## src/rtl/hex_display_monitor.sv

```systemverilog
// ---------------------------------------------------------------------------
// hex_display_monitor
//
// Receive-side checker for a counter driving six seven-segment displays.
// It samples the active-low HEX digit buses and decodes them back into a hex
// count. A word is used only after it has stayed unchanged for long enough
// (debounce). It then checks that each new accepted count is exactly one step
// (+1 or -1, modulo 2^(4*DIGITS)) away from the previous one.
//
// Parameters
//   DIGITS      number of seven-segment digits observed (value is 4*DIGITS bits)
//   STABLE_CYC  identical consecutive samples needed before a word is accepted
//   ERRCNT_W    width of the saturating error counter
//
// Ports
//   MAX10_CLK1_50  in   system clock, rising edge
//   reset          in   asynchronous active-high reset
//   enable         in   1 = monitoring, 0 = idle (value held, locked dropped)
//   up             in   expected count direction: 1 = +1, 0 = -1
//   hex_in         in   digit i at [8i+7:8i], active-low, bit 7 = decimal point
//   value          out  last accepted decoded count, digit i at [4i+3:4i]
//   locked         out  a reference count has been acquired
//   step_pulse     out  one cycle: accepted word is the legal next step
//   step_err       out  one cycle: accepted word is neither the current value
//                       nor the legal next step (value resyncs to it)
//   bad_seg        out  one cycle: accepted word holds an undecodable digit
//   err_count      out  count of step_err + bad_seg events, saturating
//
// Optional feature (macro HEX_ERRLOG_EN):
//   exp_last, obs_last  out  expected step value and observed word captured
//                            on the most recent step_err
// ---------------------------------------------------------------------------
module hex_display_monitor #(
    parameter int DIGITS     = 6,
    parameter int STABLE_CYC = 4,
    parameter int ERRCNT_W   = 8
) (
    input  logic                  MAX10_CLK1_50,
    input  logic                  reset,
    input  logic                  enable,
    input  logic                  up,
    input  logic [8*DIGITS-1:0]   hex_in,
    output logic [4*DIGITS-1:0]   value,
    output logic                  locked,
    output logic                  step_pulse,
    output logic                  step_err,
    output logic                  bad_seg,
    output logic [ERRCNT_W-1:0]   err_count
`ifdef HEX_ERRLOG_EN
    ,
    output logic [4*DIGITS-1:0]   exp_last,
    output logic [4*DIGITS-1:0]   obs_last
`endif
);

    localparam int VAL_W = 4 * DIGITS;
    localparam int CNT_W = $clog2(STABLE_CYC + 1);

    // The counter value that marks "held for STABLE_CYC samples" and the
    // value it parks at afterwards so the same word is never accepted twice.
    localparam logic [CNT_W-1:0] CNT_ACCEPT = CNT_W'(STABLE_CYC - 1);
    localparam logic [CNT_W-1:0] CNT_SAT    = CNT_W'(STABLE_CYC);

    localparam logic [1:0] IDLE    = 2'd0;
    localparam logic [1:0] ACQUIRE = 2'd1;
    localparam logic [1:0] TRACK   = 2'd2;

    // Returns {valid, nibble}. Only the seven segment bits are examined, so the
    // decimal point never affects decoding. Blank and any other shape is invalid.
    function automatic logic [4:0] seg_decode(input logic [6:0] seg);
        logic [4:0] d;
        case (seg)
            7'h40:   d = 5'h10;
            7'h79:   d = 5'h11;
            7'h24:   d = 5'h12;
            7'h30:   d = 5'h13;
            7'h19:   d = 5'h14;
            7'h12:   d = 5'h15;
            7'h02:   d = 5'h16;
            7'h78:   d = 5'h17;
            7'h00:   d = 5'h18;
            7'h10:   d = 5'h19;
            7'h08:   d = 5'h1A;
            7'h03:   d = 5'h1B;
            7'h46:   d = 5'h1C;
            7'h21:   d = 5'h1D;
            7'h06:   d = 5'h1E;
            7'h0E:   d = 5'h1F;
            default: d = 5'h00;
        endcase
        return d;
    endfunction

    // Error counter increment that sticks at all-ones.
    function automatic logic [ERRCNT_W-1:0] sat_inc(input logic [ERRCNT_W-1:0] c);
        return (&c) ? c : c + 1'b1;
    endfunction

    logic [1:0]          state;
    logic [8*DIGITS-1:0] hex_q;
    logic [CNT_W-1:0]    stab_cnt;

    logic [4:0]          dig;
    logic [VAL_W-1:0]    word_val;
    logic                word_ok;
    logic [VAL_W-1:0]    step_val;
    logic                accept;
    logic                is_same;
    logic                is_step;
    logic                is_resync;

    // ---- stage p0: input sampling and stability filter ----
    always_ff @(posedge MAX10_CLK1_50 or posedge reset) begin
        if (reset) begin
            hex_q    <= '1;
            stab_cnt <= '0;
        end else begin
            hex_q <= hex_in;
            // Entering ACQUIRE restarts the stability window so a word that
            // was sitting on the bus while idle still needs a full hold.
            if (state == IDLE && enable) begin
                stab_cnt <= '0;
            end else if (hex_in != hex_q) begin
                stab_cnt <= '0;
            end else if (stab_cnt != CNT_SAT) begin
                stab_cnt <= stab_cnt + 1'b1;
            end
        end
    end

    // Decode of the filtered word and classification against the reference.
    always_comb begin
        dig      = '0;
        word_val = '0;
        word_ok  = 1'b1;
        for (int i = 0; i < DIGITS; i++) begin
            dig                = seg_decode(hex_q[8*i +: 7]);
            word_val[4*i +: 4] = dig[3:0];
            word_ok            = word_ok & dig[4];
        end
    end

    // Width-limited add/subtract gives the modulo wrap (FF..F+1 = 0, 0-1 = FF..F).
    assign step_val  = up ? value + 1'b1 : value - 1'b1;

    // The accepted word is the one that has been in hex_q for STABLE_CYC
    // samples; what appears on hex_in at the accepting edge does not matter.
    assign accept    = enable && (state != IDLE) && (stab_cnt == CNT_ACCEPT);
    assign is_same   = (word_val == value);
    assign is_step   = !is_same && (word_val == step_val);
    assign is_resync = accept && (state == TRACK) && word_ok && !is_same && !is_step;

    // ---- stage p1: FSM, reference value and event outputs ----
    always_ff @(posedge MAX10_CLK1_50 or posedge reset) begin
        if (reset) begin
            state      <= IDLE;
            value      <= '0;
            locked     <= 1'b0;
            step_pulse <= 1'b0;
            step_err   <= 1'b0;
            bad_seg    <= 1'b0;
            err_count  <= '0;
        end else begin
            step_pulse <= 1'b0;
            step_err   <= 1'b0;
            bad_seg    <= 1'b0;
            if (!enable) begin
                state  <= IDLE;
                locked <= 1'b0;
            end else begin
                case (state)
                    IDLE: begin
                        state <= ACQUIRE;
                    end
                    ACQUIRE: begin
                        if (accept) begin
                            if (word_ok) begin
                                value  <= word_val;
                                locked <= 1'b1;
                                state  <= TRACK;
                            end else begin
                                bad_seg   <= 1'b1;
                                err_count <= sat_inc(err_count);
                            end
                        end
                    end
                    TRACK: begin
                        if (accept) begin
                            if (!word_ok) begin
                                bad_seg   <= 1'b1;
                                err_count <= sat_inc(err_count);
                            end else if (is_step) begin
                                step_pulse <= 1'b1;
                                value      <= word_val;
                            end else if (is_resync) begin
                                step_err   <= 1'b1;
                                err_count  <= sat_inc(err_count);
                                value      <= word_val;
                            end
                        end
                    end
                    default: begin
                        state  <= IDLE;
                        locked <= 1'b0;
                    end
                endcase
            end
        end
    end

`ifdef HEX_ERRLOG_EN
    // ---- stage p1: last-error capture ----
    always_ff @(posedge MAX10_CLK1_50 or posedge reset) begin
        if (reset) begin
            exp_last <= '0;
            obs_last <= '0;
        end else if (is_resync) begin
            exp_last <= step_val;
            obs_last <= word_val;
        end
    end
`endif

endmodule

```

## config.mk

```make
export PLATFORM = sky130hd
export DESIGN_NAME = hex_display_monitor
export DESIGN_NICKNAME = d
export VERILOG_FILES = /design/src/rtl/hex_display_monitor.sv
export SDC_FILE = /design/constraint.sdc
export NUM_CORES = 1
export LEC_CHECK = 0
export CORE_UTILIZATION = 54
export CTS_BUF_LIST = sky130_fd_sc_hd__clkbuf_4
export DETAILED_ROUTE_END_ITERATION = 6
export HOLD_SLACK_MARGIN = 0.1
export PLACE_DENSITY_LB_ADDON = 0.2
export SETUP_SLACK_MARGIN = 0.15
export SLEW_MARGIN = 20
export SYNTH_ARGS = -nofsm -noshare
export SYNTH_HDL_FRONTEND = slang
export SYNTH_SLANG_ARGS = --single-unit
```

## constraint.sdc

```tcl
create_clock -name MAX10_CLK1_50 -period 3.2 [get_ports MAX10_CLK1_50]
set_input_delay 0.64 -clock MAX10_CLK1_50 [delete_from_list [all_inputs] [get_ports MAX10_CLK1_50]]
set_output_delay 0.64 -clock MAX10_CLK1_50 [all_outputs]
set_load 0.02 [all_outputs]
```

# After elaboration in Yosys (flattened, before gate mapping)
# Index checks and enable logic that the tools add are counted.
[op_classes]
addsub = 4
n_eq_ne = 109
mux = 48
bitwise = 5
n_reduce_logical = 27
[ops]
columns = ["operator", "n"]
rows = [
  ["case mux 5 bit (16 select lines)", 6],
  ["equality test 7 bit, second input constant", 24],
  ["2-to-1 mux 24 bit", 7],
  ["equality test 7 x 5 -> 1 bit, second input constant", 18],
  ["equality test 7 x 6 -> 1 bit, second input constant", 18],
  ["equality test 7 x 2 -> 1 bit, second input constant", 12],
  ["equality test 7 x 4 -> 1 bit, second input constant", 12],
  ["2-to-1 mux 8 bit", 7],
  ["equality test 24 bit", 2],
  ["inequality test 48 bit", 1],
  ["case mux 24 bit (2 select lines)", 1],
  ["equality test 7 x 3 -> 1 bit, second input constant", 6],
  ["logical NOT 7 bit", 6],
  ["adder 24 x 1 -> 24 bit, second input constant", 1],
  ["subtractor 24 x 1 -> 24 bit, second input constant", 1],
  ["2-to-1 mux 1 bit", 18],
  ["inequality test 3 bit, second input constant", 6],
  ["case mux 8 bit (2 select lines)", 1],
  ["inequality test 2 bit, second input constant", 7],
  ["AND reduction 7 bit", 2],
  ["2-to-1 mux 3 bit", 3],
  ["adder 8 x 1 -> 8 bit, second input constant", 1],
  ["logical AND 1 bit", 8],
  ["AND reduction 8 bit", 1],
  ["14 further kinds", 24],
]
[totals]
ff_bits = 89
out_inout_bits = 36
wordCells = 202

# Longest topological paths before layout
# Gate-level depths: netlist (run 1).
[depth]
word_depth = 16
depth_mapped = 14
depth_no_buf = 12

# Least setup slack after synthesis (run 1)
# OpenSTA, ideal clock, no wires.
[synth_path]
path_type = "input-to-reg"
start = "input port up"
end = "register err_count[1]"
setup_time_ns = 0.128
arrival_time_ns = 4.137
t_required_ns = 3.072
path_slack_ns = -1.064
path_stages = 13
n_path_buf = 2
path_cell_list = "clkbuf_1 inv_1 ha_1 buf_6 a21o_1 a311oi_2 xnor2_1 a2111o_1 or4_4 nor4_4 a41oi_4 nor2_2 mux2_1"
[synth_via]
elab_chain_len = 7
[synth_lines]
columns = ["item", "line_no", "source"]
rows = [
  ["start: declaration", "41", "input logic up,"],
  ["2-to-1 mux 24 bit (*)", "144", "assign step_val = up ? value + 1'b1 : value - 1'b1;"],
  ["equality test 24 bit (*)", "150", "assign is_step = !is_same && (word_val == step_val);"],
  ["logical AND 1 bit (*)", "150", ""],
  ["logical NOT 1 bit", "151", "assign is_resync = accept && (state == TRACK) && word_ok && !is_same && !is_step;"],
  ["logical AND 1 bit", "151", ""],
  ["inequality test 3 bit (no line)", "n/a", ""],
  ["AND reduction 7 bit (no line) (*)", "n/a", ""],
  ["end signal: assignment", "183", "err_count <= sat_inc(err_count);"],
  ["end signal: assignment", "191", "err_count <= sat_inc(err_count);"],
  ["end signal: assignment", "197", "err_count <= sat_inc(err_count);"],
  ["end: declaration", "48", "output logic [ERRCNT_W-1:0] err_count"],
]
# Every way passes the cells marked *; elsewhere a longest branch is shown, timed or not.
# A chain may end at the register's enable or synchronous reset.

# Worst setup path after layout (run 1)
[layout_path]
start = "register hex_q[35]"
end = "register value[21]"
[layout_via]
elab_chain_len = 9
[layout_lines]
columns = ["item", "line_no", "source"]
rows = [
  ["start: declaration", "100", "logic [8*DIGITS-1:0] hex_q;"],
  ["start signal: assignment", "118", "hex_q <= hex_in;"],
  ["equality test 7 x 4 -> 1 bit, or another cell as far along", "72", "case (seg)"],
  ["case mux 5 bit (16 select lines) (*)", "72", ""],
  ["equality test 24 bit / AND 1 bit (equally long branches)", "149, 139", ""],
  ["logical NOT 1 bit / AND 1 bit (equally long branches)", "150, 151, 139", ""],
  ["logical AND 1 bit, on equally long branches", "150, 151", ""],
  ["2-to-1 mux 24 bit, or another cell as far along", "192", "end else if (is_step) begin"],
  ["2-to-1 mux 24 bit / logical AND 1 bit (equally long branches)", "189, 151", ""],
  ["2-to-1 mux 24 bit / inequality test 3 bit (equally long branches)", "n/a", ""],
  ["case mux 24 bit (2 select lines) / AND reduction 7 bit (equally long branches)", "n/a", ""],
  ["end signal: assignment", "178", "value <= word_val;"],
  ["end signal: assignment", "194", "value <= word_val;"],
  ["end signal: assignment", "198", "value <= word_val;"],
  ["end: declaration", "43", "output logic [4*DIGITS-1:0] value,"],
]
# Every way passes the cells marked *; elsewhere a longest branch is shown, timed or not. The select of a mux whose other input is x is not followed.

==> metrics.yaml, run 1 <==
status: "finished with violations"
violations: "design-rule violations, negative setup slack"
dp_hpwl_um: 18900
drv_slew: 0
cts_tree: "done"
r2r_cells: 15
end_kind: "flop"
area_growth_pct: 50.4
pwr-share-comb_pct: 39.0
ant_nets: 0
grt-ovfl-total: 0
p_leak_nw: 5.23
clk_pin_slew_ps: 160
start_util_pct: 55.0
die_w_um: 123
yosysMostFrequentCell: "xnor2_1"
synth_area_leaders: "dfstp_2 (16%), dfrtp_1 (13%), xnor2_1 (6.7%)"
relSlewSlack_pct: 37.1
timing.rr.end: "value[21]"
ys.flop_type: "dfstp_2"
gp_congestion: 0.981
fin_crit_sh_pct: 113
grt_usage_pct: 36.1
io_pins: 88
p_seq_share_pct: 39.6
grt_pass1_vias: 8317
drc_errors: 4
required_ps: 3620
post_drt_wl_per_cell_um: 20.6
ys_ff_latch: 89
first_pass_iters: 7
yosysTopAreaCellShare_pct: 15.8
num_vias: 8907
io_buffers: 87
met3_usage_pct: 5.63
routed_wl_um: 29100
critical_path.max_stage_delay_ps: 580
yosysUniqueCellTypes: 95
viasPerCell: 6.29
use_met2_pct: 59.6
dpl-instance-area_um2: 10700
ys_warn_count: 0
rsz0062_at_grt: "true"
seq_area_frac_synth_pct: 28.7
async_flop_share_pct: 100
netlist.top_cell.by_area: "dfstp_2"
rrSetupSlack_ps: -410
path_class: "reg -> reg"
dieHeight_um: 123
busiest_layer: "met2"
period_needed_ps: 3610
p_int_mw: 2.13
first_iter_violations: 797
tightestPinTransition_ps: 934
clock.fmax_ghz: 0.277
finalHoldViolations: 0
finalWorstSetupSlack_ps: -409
slowest_stage: "xor2_1"
rows: 44
cp_num_buf_inv: 6
clock_sinks: 89
powerDensity_nw_per_um2: 279
dieArea_um2: 15200
r2r-start: "hex_q[35]"
layout.nets: 1310
drv_cap: 0
synthTopCellsByCount: "xnor2_1 (61), xor2_1 (55), nand2_1 (50), dfstp_2 (48), a21oi_1 (45)"
cp-start-kind: "flop"
htree_levels: 3
cp_top_family: "buffers and inverters"
crit_chain: "buf_4 -> nor4b_1 -> a211oi_1 -> o22ai_1 -> buf_4 -> xor2_1 -> buf_4 -> nor2_1 -> nand3_2 -> nor4_2 -> buf_4 -> nor3_4 -> buf_6 -> buf_12 -> mux2_2"
p_clk_share_pct: 21.3
setup_viol_count_final: 34
crit_path_frequent_cell: "buf_4"
grt_start_max_net_pins: 67
core-area_um2: 14500
nFillCells: 856
syn_avg_cell_area_um2: 8.92
clockRootBuffer: "clkbuf_4"
clockBufferDepth: 2
grtUsageMet1_pct: 44.4
net-switching-power_mw: 1.22
syn_area_um2: 7970
skew_ps: 23.0
crit_arrival_ps: 4030
netlist_instances: 893
cp_max_fo: 12
synth-edff-count: 0
syn-num-nets: 976
fin_tns_setup_ps: -10810
num_antenna_cells: 0
cts_buffers: 9
clock_latency_ps: 530
grt_antenna_before_repair: 0
swShare_pct: 36.4
design_area_um2: 12000
grt_pass1_wl_um: 42000
peakVddDrop_mv: 0.331
hp-class: "in -> async"
drive_gt1_share_pct: 39.3
## per-layer routing
layer / share of wire (%) / up-vias / wire length, um
met5: 0 / - / 0
met3: 8.3 / 145 / 2410
li1: - / 4003 / -
met1: 38 / 4254 / 11200
met2: 48 / 505 / 13900
met4: 5.7 / 0 / 1650
## placed cells by master, fill, tap and decap left out, types with 8 or more instances in the layout
cell type	Yosys	final
nand4_1	20	20
and2_1	9	9
nor4bb_1	13	8
mux2_4	0	13
mux2i_1	13	13
ha_1	30	22
buf_4	12	264
nand2b_1	13	11
a21oi_1	45	37
xnor2_1	61	57
nand3b_1	8	8
clkdlybuf4s50_1	0	86
nor2b_1	11	10
nand2_1	50	48
a21o_1	8	8
nor3_1	34	28
a211oi_1	14	12
dfrtp_1	41	41
buf_6	4	18
o211ai_1	11	11
o21ai_0	29	23
dfstp_2	48	48
nor3b_1	14	9
clkbuf_4	0	10
inv_1	30	28
nor2_1	44	42
nand3_1	20	19
and3_1	17	15
xor2_1	55	51
or3_1	11	10
nor4_1	16	13
## kinds of logic (layout without fill, tap and decap cells)
kind of cell,Yosys count,in the layout,share of synthesized area (%)
AO/OA/AOI/OAI,200,200,17.8
XOR/XNOR,117,117,13.0
adder cells (fa/ha/maj),32,32,5.09
buffers and inverters,87,426,5.43
flip-flops,89,89,28.7
multiplexers,33,33,4.46
AND/OR/NAND/NOR,335,335,25.5
## registers in the layout (all words and copies together) (netlist names)
signal      cells
state           2
step_err        1
step_pulse      1
locked          1
hex_q          48
bad_seg         1
stab_cnt        3
err_count       8
value          24
## cell type report
| class | count | area, um^2 | area share (%) |
|---|---|---|---|
| clock buffers | 10 | 75.1 | 0.626 |
| clock inverters | 6 | 66.3 | 0.553 |
| inverters | 30 | 118 | 0.981 |
| multi-input cells | 717 | 5930 | 49.5 |
| flip-flops and latches | 89 | 2290 | 19.1 |
| well taps | 184 | 230 | 1.92 |
| repair buffers | 380 | 3280 | 27.3 |
## worst max-delay path by stage
stage,start,end,slack [ps],cells past startpoint
after floorplan,up,err_count[1],-700,13
after global placement,up,err_count[1],-990,14
after detailed placement,up,err_count[1],-1090,14
after CTS,hex_q[33],err_count[1],-250,11
after global routing,hex_q[14],err_count[1],-530,11
final,hex_q[35],value[21],-410,15
## metrics by stage
step                      hold slack [ps]  util [%]  power, mW  instances  worst slack [ps]
after floorplan                       525         -       1.95        893              -703
after global placement                486      74.0       2.42       1350              -990
after detailed placement              483      74.0       2.44       1350             -1090
after CTS                             439      80.0       3.21       1401              -247
after global routing                  466      82.8       3.50       1416              -528
final                                 397      82.8       3.35       1416              -409
## power by group through the flow
stage          clock (mW)  sequential [mW]  combinational, mW
2_1_floorplan           0             1.34              0.616
3_3_place_gp            0             1.34               1.08
3_5_place_dp            0             1.34               1.11
4_1_cts             0.700             1.32               1.19
5_1_grt             0.763             1.34               1.39
6_report            0.715             1.33               1.31
## timing repair
action                                  4_1_cts  5_1_grt
hold buffers                                  0        0
pin swaps                                    33       37
gates resized for setup                      88       56
cloned                                        2        0
hold endpoints to repair                      0        0
buffers inserted                             33       15
endpoints found under the setup margin       37       37
## worst register-to-register path: stages, from the launching register on
cell and delay (ps):
dfstp_2 560, buf_4 170, nor4b_1 250, a211oi_1 100, o22ai_1 250, buf_4 200
xor2_1 580, buf_4 220, nor2_1 50, nand3_2 120, nor4_2 60, buf_4 140
nor3_4 190, buf_6 170, buf_12 130, mux2_2 330
(Power assumes the default switching activity.)
==> run 2, diff against run 1 <==
- CTS_CLUSTER_DIAMETER: not set -> 120
==> results of run 2 <==
Final layout, timing and power as in run 1 (identical DEF).
==> variant, RTL diff (flow settings as in run 2) <==
The parameter `ERRCNT_W` goes from 8 to 12.
--- a/src/rtl/hex_display_monitor.sv
+++ b/src/rtl/hex_display_monitor.sv
@@ -33,7 +33,7 @@
 module hex_display_monitor #(
     parameter int DIGITS     = 6,
     parameter int STABLE_CYC = 4,
-    parameter int ERRCNT_W   = 8
+    parameter int ERRCNT_W   = 12
 ) (
     input  logic                  MAX10_CLK1_50,
     input  logic                  reset,
Ports: changed (resized err_count); port bits go from 88 to 92. No check against the original RTL was run, so the function may have changed too.
==> variant against run 2 <==
  * The run ends with setup timing left
  * Setup slack improved by 0.19 ns
  * Sequential cell count increased by 4
  * Hold slack improved by 0.12 ns
  * Area after synthesis decreased by 3.8%
  * Non-clock buffer count decreased by 27
  * Routed wire length decreased by 13%
  * Final area decreased by 5.3%
  * Total power increased by 0.79%
  * Maximum frequency increased by 5.6%
==> variant: results (changes against run 2) <==
* Postcts setup bufs at 18 (was 33)
* Compound-Gate Fraction of Synth Area at 17.1% (was 17.8%)
* Most area-consuming cells after synthesis: dfstp_2, dfrtp_1, xnor2_1 (unchanged)
* # setup viols final at 37 (was 34)
* Status: complete, but fails checks (unchanged)
* Hold WS at 0.517 ns (was 0.397 ns)
* Flop2flop setup slack at -0.19 ns (was -0.41 ns)
* Post-synth top cells: xnor2_1, nor2_1, xor2_1, dfstp_2, dfrtp_1 (was xnor2_1, xor2_1, nand2_1, dfstp_2, a21oi_1)
* Worst-path clk slew at 0.18 ns (was 0.16 ns)
* CP max stage delay at 0.36 ns (was 0.58 ns)
* Largest registers: hex_q: 48 flops, value: 24 flops, err_count: 12 flops (was hex_q: 48 flops, value: 24 flops, err_count: 8 flops)
* Adder-Cell Fraction of Synth Area at 5.16% (was 5.09%)
* M1 WL at 10600 um (was 11200 um)
* FF-to-FF End: err_count[2]$_DFFE_PP0P_ (was value[21]$_DFFE_PP0P_)
* Pin count of the biggest net entering global routing at 52 (was 67)
* Dpl hpwl at 18500 um (was 18900 um)
* Final Non-Filler Cells at 1332 (was 1416)
* Worst-Skew Late Latency at 0.50 ns (was 0.53 ns)
* Slowest cell on the critical path: a2111oi_4 (was xor2_1)
* Fraction of the yosys area taken by sequential cells at 31.2% (was 28.7%)
* Reg2reg start: hex_q[20]$_DFF_PP1_ (was hex_q[35]$_DFF_PP1_)
* Met2 WL at 12300 um (was 13900 um)
* Final WS setup at -0.216 ns (was -0.409 ns)
* Avg Cell Area, Syn at 9.23 sq um (was 8.92 sq um)
* CP arrival at 3.84 ns (was 4.03 ns)
* GRT Overall Usage at 34.4% (was 36.1%)
* Initial antenna violation count at 1 (was 0)
* Post-CTS sizing at 52 (was 88)
* Max FO, Critical Path at 6 (was 12)
* Synth Area in XOR/XNOR at 15.0% (was 13.0%)
* Routed vias/inst at 5.98 (was 6.29)
* Failing checks: setup timing (was DRC, setup timing)
* First-pass GRT wire length at 39200 um (was 42000 um)
* Maximum vdd ir drop at 0.000336 V (was 0.000331 V)
* Port Buffers at 91 (was 87)
variant: cell types whose count changed in the layout (fill, tap and decap cells not counted), moves of 9 or more:
cell,delta
xnor2_1,+20
mux2_2,+13
buf_6,-9
nor2_1,+10
mux2_4,-12
nand2_1,-14
buf_4,-19
variant: where the power goes:
part	total, uW	leakage, uW	internal, uW	switching, uW
clock	778	0.0000882	322	456
combinational	1210	0.00379	607	606
sequential	1380	0.00109	1270	109
total	3380	0.00497	2200	1170
variant: worst max path at each step:
| stage | depth (start not counted) | slack (ns) | endpoint | startpoint |
|---|---|---|---|---|
| CTS | 16 | -0.11 | err_count[1]$_DFFE_PP0P_ | up |
| global route | 12 | -0.34 | err_count[7]$_DFFE_PP0P_ | hex_q[20]$_DFF_PP1_ |
| finish | 19 | -0.22 | err_count[2]$_DFFE_PP0P_ | up |
| detailed placement | 16 | -1.25 | err_count[2]$_DFFE_PP0P_ | up |
| floorplan | 12 | -0.55 | err_count[1]$_DFFE_PP0P_ | up |
| global placement | 15 | -1.10 | err_count[1]$_DFFE_PP0P_ | up |
variant: final cells by class:
cell class,count,area (sq um),area share [%]
diodes,1,2.50,0.0220
repair buffers,353,3030,26.7
multi-input cells,666,5450,48.0
clock buffers,9,67.6,0.595
flip-flops and latches,93,2390,21.0
inverters,23,91.3,0.805
clock inverters,7,97.6,0.860
well taps,180,225,1.98
variant: stage by stage:
step / utilization (%) / TNS (ns)
floorplan: - / -6.05
finish: 81.8 / -5.39
detailed placement: 75.3 / -23.88
CTS: 79.9 / -0.744
global placement: 75.3 / -20.79
global route: 81.8 / -10.41
variant: metal layers:
metal | vias to the layer above | track usage [%]
met5 | - | 0
li1 | 3699 | -
met2 | 338 | 58.3
met4 | 0 | 14.0
met3 | 70 | 4.61
met1 | 3858 | 44.0
